[src/rtl/serial_mag_comp_pkg.sv]
// Shared constants for the nibble-serial magnitude comparator: FSM encoding,
// slice width and the cascade seed that makes all-equal operands report EQ.
package serial_mag_comp_pkg;

  localparam int NIBBLE_W = 4;

  localparam logic [1:0] ST_IDLE = 2'd0;
  localparam logic [1:0] ST_RUN  = 2'd1;
  localparam logic [1:0] ST_DONE = 2'd2;

  localparam logic CASC_INIT_GT = 1'b0;
  localparam logic CASC_INIT_EQ = 1'b1;
  localparam logic CASC_INIT_LT = 1'b0;

  typedef struct packed {
    logic gt;
    logic eq;
    logic lt;
  } casc_t;

  localparam casc_t CASC_INIT = '{gt: CASC_INIT_GT, eq: CASC_INIT_EQ, lt: CASC_INIT_LT};

endpackage

[src/rtl/serial_mag_comp_comp_4.sv]
// comp_4: combinational 4-bit cascadable magnitude slice, zero latency, no flow control.
// A differing nibble decides; an equal nibble passes the lower-order cascade through.
module comp_4
  import serial_mag_comp_pkg::*;
(
  input  logic [NIBBLE_W-1:0] a_i,
  input  logic [NIBBLE_W-1:0] b_i,
  input  casc_t               casc_i,
  output casc_t               casc_o
);

  always_comb begin
    casc_o = '0;
    if (a_i > b_i) begin
      casc_o.gt = 1'b1;
    end else if (a_i < b_i) begin
      casc_o.lt = 1'b1;
    end else begin
      // eq dominates; with neither eq nor gt propagated the slice reports lt
      casc_o.eq = casc_i.eq;
      casc_o.gt = ~casc_i.eq & casc_i.gt;
      casc_o.lt = ~casc_i.eq & (casc_i.lt | ~casc_i.gt);
    end
  end

endmodule

[src/rtl/serial_mag_comp.sv]
// Sequential WIDTH-bit unsigned comparator, one nibble per cycle LSB first; done NIBS+1 cycles
// after start. start is ignored while busy; a start in the done cycle is accepted back-to-back.
module serial_mag_comp
  import serial_mag_comp_pkg::*;
#(
  parameter int WIDTH = 16
) (
  input  logic             clk,
  input  logic             rst_n,
  input  logic             start,
  input  logic [WIDTH-1:0] a,
  input  logic [WIDTH-1:0] b,
  output logic             busy,
  output logic             done,
  output logic             a_gt_b,
  output logic             a_eq_b,
  output logic             a_lt_b
);

  localparam int NIBS  = WIDTH / NIBBLE_W;
  localparam int IDX_W = (NIBS > 1) ? $clog2(NIBS) : 1;
  localparam logic [IDX_W-1:0] IDX_LAST = IDX_W'(NIBS - 1);

  generate
    if ((WIDTH % NIBBLE_W) != 0 || WIDTH < NIBBLE_W) begin : g_bad_width
      $error("serial_mag_comp: WIDTH must be a multiple of 4 and at least 4");
    end
  endgenerate

  logic [1:0]       state_q, state_d;
  logic [IDX_W-1:0] idx_q, idx_d;
  logic [WIDTH-1:0] a_q, a_d, b_q, b_d;
  casc_t            casc_q, casc_d, res_q, res_d, casc_nxt;
  logic [NIBBLE_W-1:0] a_nib, b_nib;
  logic             accept;

  assign a_nib = NIBBLE_W'(a_q >> (idx_q * NIBBLE_W));
  assign b_nib = NIBBLE_W'(b_q >> (idx_q * NIBBLE_W));

  comp_4 u_comp_4 (
    .a_i    (a_nib),
    .b_i    (b_nib),
    .casc_i (casc_q),
    .casc_o (casc_nxt)
  );

  assign accept = start && (state_q == ST_IDLE || state_q == ST_DONE);

  always_comb begin
    state_d = state_q;
    idx_d   = idx_q;
    a_d     = a_q;
    b_d     = b_q;
    casc_d  = casc_q;
    res_d   = res_q;
    case (state_q)
      ST_IDLE: ;
      ST_RUN: begin
        casc_d = casc_nxt;
        if (idx_q == IDX_LAST) begin
          state_d = ST_DONE;
          res_d   = casc_nxt;
        end else begin
          idx_d = idx_q + IDX_W'(1);
        end
      end
      ST_DONE: state_d = ST_IDLE;
      default: state_d = ST_IDLE;
    endcase
    if (accept) begin
      state_d = ST_RUN;
      idx_d   = '0;
      a_d     = a;
      b_d     = b;
      casc_d  = CASC_INIT;
    end
  end

  always_ff @(posedge clk or negedge rst_n) begin
    if (!rst_n) begin
      state_q <= ST_IDLE;
      idx_q   <= '0;
      a_q     <= '0;
      b_q     <= '0;
      casc_q  <= CASC_INIT;
      res_q   <= '0;
    end else begin
      state_q <= state_d;
      idx_q   <= idx_d;
      a_q     <= a_d;
      b_q     <= b_d;
      casc_q  <= casc_d;
      res_q   <= res_d;
    end
  end

  assign busy   = (state_q == ST_RUN);
  assign done   = (state_q == ST_DONE);
  assign a_gt_b = res_q.gt;
  assign a_eq_b = res_q.eq;
  assign a_lt_b = res_q.lt;

endmodule

[config.mk]
export PLATFORM = sky130hd
export DESIGN_NAME = serial_mag_comp
export DESIGN_NICKNAME = d
export VERILOG_FILES = /design/src/rtl/serial_mag_comp_pkg.sv /design/src/rtl/serial_mag_comp_comp_4.sv /design/src/rtl/serial_mag_comp.sv
export SDC_FILE = /design/constraint.sdc
export NUM_CORES = 1
export LEC_CHECK = 0
export BUFFER_PORTS_ARGS = -buffer_cell sky130_fd_sc_hd__buf_2
export CAP_MARGIN = 5
export CORE_MARGIN = 3
export CORE_UTILIZATION = 30
export DETAILED_ROUTE_END_ITERATION = 8
export PLACE_DENSITY_LB_ADDON = 0.05
export SLEW_MARGIN = 30
export SYNTH_ARGS = -nofsm -noshare
export SYNTH_HDL_FRONTEND = slang
export SYNTH_SLANG_ARGS = --single-unit
[constraint.sdc]
create_clock -name clk -period 2.1 [get_ports clk]
set_input_delay 0.105 -clock clk [delete_from_list [all_inputs] [get_ports clk]]
set_output_delay 0.105 -clock clk [all_outputs]
set_load 0.1 [all_outputs]
Word-level counts from Yosys, hierarchy flattened. Cells that the tools add are included.

Muxes and demuxes: 12. Reductions and logical operators: 7. Bitwise operators: 5. $add $sub $neg: 1. Order comparisons: 2. Equality and inequality tests: 6. Shift operators: 2.

Operators by type and width (count): $shr 16x4->4 (2); $mux 2 (7); $mux 3 (2); $reduce_and 2->1 (3); $eq 2x2->1 const B (2); $gt 4x4->1 (1); $lt 4x4->1 (1); $ne 2x2->1 const B (2); $pmux 2 s2 (1); $ne 3x1->1 const B (1); $add 2x1->2 const B (1); $and 1x1->1 (2); $eq 2x1->1 const B (1); $logic_not 2->1 (1); $mux 1 (2); $not 1->1 (2); $reduce_bool 2->1 (1); $logic_and 1x1->1 (1); $logic_or 1x1->1 (1); $or 1x1->1 (1).

Flip-flop bits (word level): 42. Bits of input ports: 35. Logic and storage cells: 45. Output and inout port bits: 5.

Depth between registers and ports, before layout.
Depth in word-level cells: 7. Gate-level depth with buffers: 8. Gate-level depth less buffers: 7.

By module. From an unflattened synthesis, not the netlist that was laid out.

Cells, all modules: 130. Area, all modules: 2130.8 sq um.

Modules (own cells, without submodules): serial_mag_comp (cells each 111, instances 1, area an instance 1991.9 sq um, sequential area each 1052.3 sq um); comp_4 (cells each 19, instances 1, area an instance 138.9 sq um, sequential area each 0.0 sq um).

Worst setup path after synthesis. No wires, ideal clock.

Path type: register -> register. Start point: register idx_q[0]. End point: register res_q, in the netlist a_lt_b. Cell stages (with the launch flop): 7. Data required time: 2.018 ns. Period minus slack after synthesis: 2.002 ns. Slack: 0.098 ns. Buffers on the path: 1. Library setup time: 0.082 ns. Arrival: 1.920 ns. Path through: dfrtp_1 -> buf_6 -> mux4_1 -> ha_1 -> nand4_1 -> a211o_1 -> a31oi_1.

Longest elaborated chain between the ends: 4. Elaborated cells between the ends (all ways): 8. Classes of those cells: order compare (2); eq/ne (1); shift (2); mux (2); reduce/logical (1).

Ends and longest elaborated chain: start: declaration (RTL line serial_mag_comp.sv:31) `logic [IDX_W-1:0] idx_q, idx_d;`; start signal: assignment (RTL line serial_mag_comp.sv:89) `idx_q <= idx_d;`; $shr 16x4->4 (on tied branches) (RTL line serial_mag_comp.sv:37, serial_mag_comp.sv:38); $lt 4x4->1 (RTL line serial_mag_comp_comp_4.sv:16) `end else if (a_i < b_i) begin`; $mux 1 (RTL line serial_mag_comp_comp_4.sv:16); $mux 2 (RTL line serial_mag_comp_comp_4.sv:14) `if (a_i > b_i) begin`; end signal: assignment (RTL line serial_mag_comp.sv:93) `res_q <= res_d;`; end: declaration (RTL line serial_mag_comp.sv:33) `casc_t casc_q, casc_d, res_q, res_d, casc_nxt;`.

Several ways; a longest one is shown, not always the timed one. A chain may end at the register's enable or synchronous reset.

Worst setup path after layout.
Start point: register idx_q[0]. End point: register casc_q[0] in the netlist's numbering.

Longest elaborated chain between the ends: 6. Elaborated cells between the ends (all ways): 8. Classes of those cells: order compare (2); shift (2); mux (4).

Ends and longest elaborated chain: $shr 16x4->4 (on tied branches) (RTL line serial_mag_comp.sv:37, serial_mag_comp.sv:38); $lt 4x4->1 (RTL line serial_mag_comp_comp_4.sv:16); $mux 1 (RTL line serial_mag_comp_comp_4.sv:16); $mux 2 * (RTL line serial_mag_comp_comp_4.sv:14); $mux 3 * (RTL line serial_mag_comp.sv:56) `case (state_q)`; $mux 3 * (RTL line serial_mag_comp.sv:70) `if (accept) begin`; end signal: assignment (RTL line serial_mag_comp.sv:92) `casc_q <= casc_d;`; end: declaration (RTL line serial_mag_comp.sv:33).

Every way passes the cells marked *; elsewhere a longest branch is shown, timed or not. The select of a mux whose other input is x is not followed.

==> run summary <==
The final number of hold-violating endpoints is 0, and the xor and xnor fraction of the mapped netlist area is 0.445%. The commonest cells after synthesis are 103 x nand2_1, 41 x dfrtp_1, 7 x inv_1. For the count of vias placed by the detailed router, the log shows 1,491.

When the netlist entered floorplanning its net count stood at 246. The clock net in this run drives a total of 42 sinks. After Yosys synthesis, full adders, half adders and majority gates account for 3.18% of the synthesized area. In this run the critical register-to-register path is launched from idx_q[0]. Counting flops and latches in the post-synthesis netlist gives 42. The async set or reset register ratio after synthesis is 100%, and the I/O pin count is 40.

The mux contribution to synthesized area was 9.91%. Counting cells, the worst reg-to-reg path comes to 6. After clock tree synthesis, the clock-pin slew on the worst setup and hold paths is 0.08 ns. Wire length of the first global-routing pass: 7200 um.

Count of different cell masters after synthesis: 28. The path category of the worst min-delay check was in2reg. Summing the areas of all compound-gate instances in the mapped netlist gives 4.70% of the synthesized area. Across the VDD grid, the largest voltage drop is 0.00117 V. The run gives 2.20 ns as the worst path arrival time. STA puts the critical path data required time at 2.31 ns. The clock period minus worst slack was 1.99 ns; the setup total negative slack was 0 ns.

In this run the vertical extent of the chip is 87.0 um. STA classifies the critical path endpoint as a register. After synthesis, the largest family of logic cells by area is simple AND/OR/NAND/NOR gates.

The synthesized design devotes to its leading area cell type 52.1% of total area. Across the run, the number of max-cap violations was 0. Of all nets on the critical path, the largest fanout is 4. The overflow left after global routing was 0; the synthesized-area fraction occupied by and/or/nand/nor cells was 23.4%. The logs give 317 for the number of cells in the design after placement and 12.1% for the overall routing resource usage. The area growth from synthesis to layout is 27.5%. The die span in x was 87.0 um; the post-route DRC violation count was 0.

The ratio of cells with drive above 1 in the final layout was 26.3%. The final setup skew is 0.00536 ns. The worst setup path is of the reg2reg kind. The run finished with clean final reports. The final critical path takes up 94.8% of the cycle.

Entering global routing, the biggest net connects 36 pins. Standard cell area after detailed placement: 2260 um2. No sink is reached through more buffers than the 2 on the longest clock path.

Detailed placement ended at an HPWL of 3080 um. In the post-synthesis netlist, the biggest area contributors are dfrtp_1 52%, nand2_1 20%, mux4_1 5.3%. The worst hold path begins at b[7]. The level count of the clock H-tree was 2; the number of inserted diodes was 0. Synthesis produced a netlist whose cell count is 206. After detailed routing, the number of vias per cell comes to 4.42.

The summed area of non-filler cells in the final layout was 2510 um2; the latest clock arrival within the worst-skew pair was 0.28 ns. The logs give 337 for the post-layout instance count excluding filler cells and 0 for the max-slew violation total from the final report. Total CTS buffers: 5.

nand2_1 is the most common cell in the netlist. Mean instance size in the synthesized netlist: 9.56 um2. For this design the ratio of total power to cell area is 1610 nW/um2. The worst setup path is launched from a register.

Wires add up to 4190 um. The transition time at the pin with the least slew margin came out at 0.493 ns. The tools report the count of synthesis-stage warnings from yosys as 0.

Relative slew slack: 67.1%. The initial detailed-routing violation count is 50. For the initial antenna violation count, the log shows 0. Timing would allow up to 502 MHz.

Net total in the final layout: 302. The floorplan has 28 rows. The tools report the die outline area as 7570 um2. The sequential-to-total area share from yosys stat came out at 53.4%. Yosys mapped a number of flops with a built-in enable equal to 0.

The tools report the final setup violation count as 0. Clock tree synthesis selected as its root buffer the cell clkbuf_8. The analysis attributes to cell leakage a power of 1.30 nW. The core region area came out at 6130 um2. The summed instance area of the synthesized netlist was 1970 um2.

For this configuration, the core starts out at a cell density of 32.1%. Tracing the worst setup path back leads to its startpoint at idx_q[0]. Counting instances, the worst hold path has a depth of 3. Dividing the detail-routed wire length by the instance count gives 12.4 um. dfrtp_1 takes more of the synthesized area than any other cell. The congestion estimate from routability-driven global placement came to 0.725.

The number of global-route vias before repair was 1,524; the number of antenna-violating nets in the routed design was 0. TritonCTS built the clock tree. The most used flip-flop cell after synthesis is dfrtp_1.

The number of iterations in the first detailed-routing pass came out at 4. Buffers placed on the I/O ports in this run total 39.
-- final timing paths --
path,to,slack (ns)
setup / recovery,casc_q[0],0.11
setup reg to reg,casc_q[0],0.11
min in group asynchronous,a_q[9],0.32
hold / removal,b_q[7],0.01
hold reg to reg,a_eq_b,0.46
max in group asynchronous,idx_q[1],1.29
-- registers in the layout, indices dropped and copies added, names as in the netlist --
register / count
casc_q: 3
b_q: 16
a_gt_b: 1
a_lt_b: 1
idx_q: 2
state_q: 2
a_eq_b: 1
a_q: 16
-- cell families after synthesis --
family	count (synthesis)
buffers and inverters	19
adders and majority gates	5
AOI/OAI and AO/OA	15
xor gates and xnor gates	1
DFF	42
muxes	8
and+or+nand+nor	116
-- placed cells by master (no fill, tap or decap), drive strengths merged --
master       instances
nand2              104
buf                 46
dfrtp               41
dlygate4sd3         13
inv                  9
mux4                 8
clkbuf               6
ha                   5
nor2                 4
o21ai                4
a21oi                4
nand3                2
o31ai                2
a31oi                2
nor2b                2
nand2b               2
o21a                 1
nand4                1
nor4b                1
a211o                1
a2bb2oi              1
xnor2                1
dfstp                1
bufinv               1
-- per-stage QoR --
step | worst slack (ns) | utilization [%] | total power [mW] | hold slack [ns]
after floorplan | 0.0980 | - | 2.91 | -0.191
after global placement | 0.0368 | 36.9 | 3.36 | 0.107
after detailed placement | 0.0278 | 36.9 | 3.35 | 0.102
after CTS | 0.00696 | 40.9 | 4.03 | 0.000510
after global routing | -0.00765 | 41.0 | 4.40 | 0.00897
final | 0.109 | 41.0 | 4.05 | 0.0111
-- layer usage --
metal  global-route usage (%)  part of all wire, %
met2                     17.9                   42
met5                        0                    0
met3                     2.84                  4.1
met1                     17.4                   52
met4                     4.25                  1.1
-- cell type report --
class,instances,area (um2)
clock buffer,6,82.6
clock inverter,1,30.0
fill,619,3620
inverter,9,33.8
multi-input combinational,145,820
sequential,42,1050
tap,75,93.8
timing repair buffer,59,398
-- report_power, final --
part | internal [mW] | total (mW) | leakage (nW) | switching (mW)
clock network | 0.380 | 0.638 | 0.0573 | 0.257
logic | 0.813 | 1.96 | 0.724 | 1.15
registers | 1.20 | 1.45 | 0.518 | 0.247
total | 2.40 | 4.05 | 1.30 | 1.65
-- timing repair --
item	in CTS	in global routing
hold endpoints to repair	31	0
setup endpoints to repair	2	3
pin swaps	1	3
resized for setup	0	8
hold buffers	13	0
buffers inserted	0	0
-- critical path: stages (launching register included) --
cell,delay (ns)
dfrtp_1,0.38
buf_6,0.13
mux4_2,0.53
ha_4,0.29
nand4_1,0.15
a211o_1,0.28
a31oi_1,0.16
No activity file was read; power rests on OpenSTA's default activity.
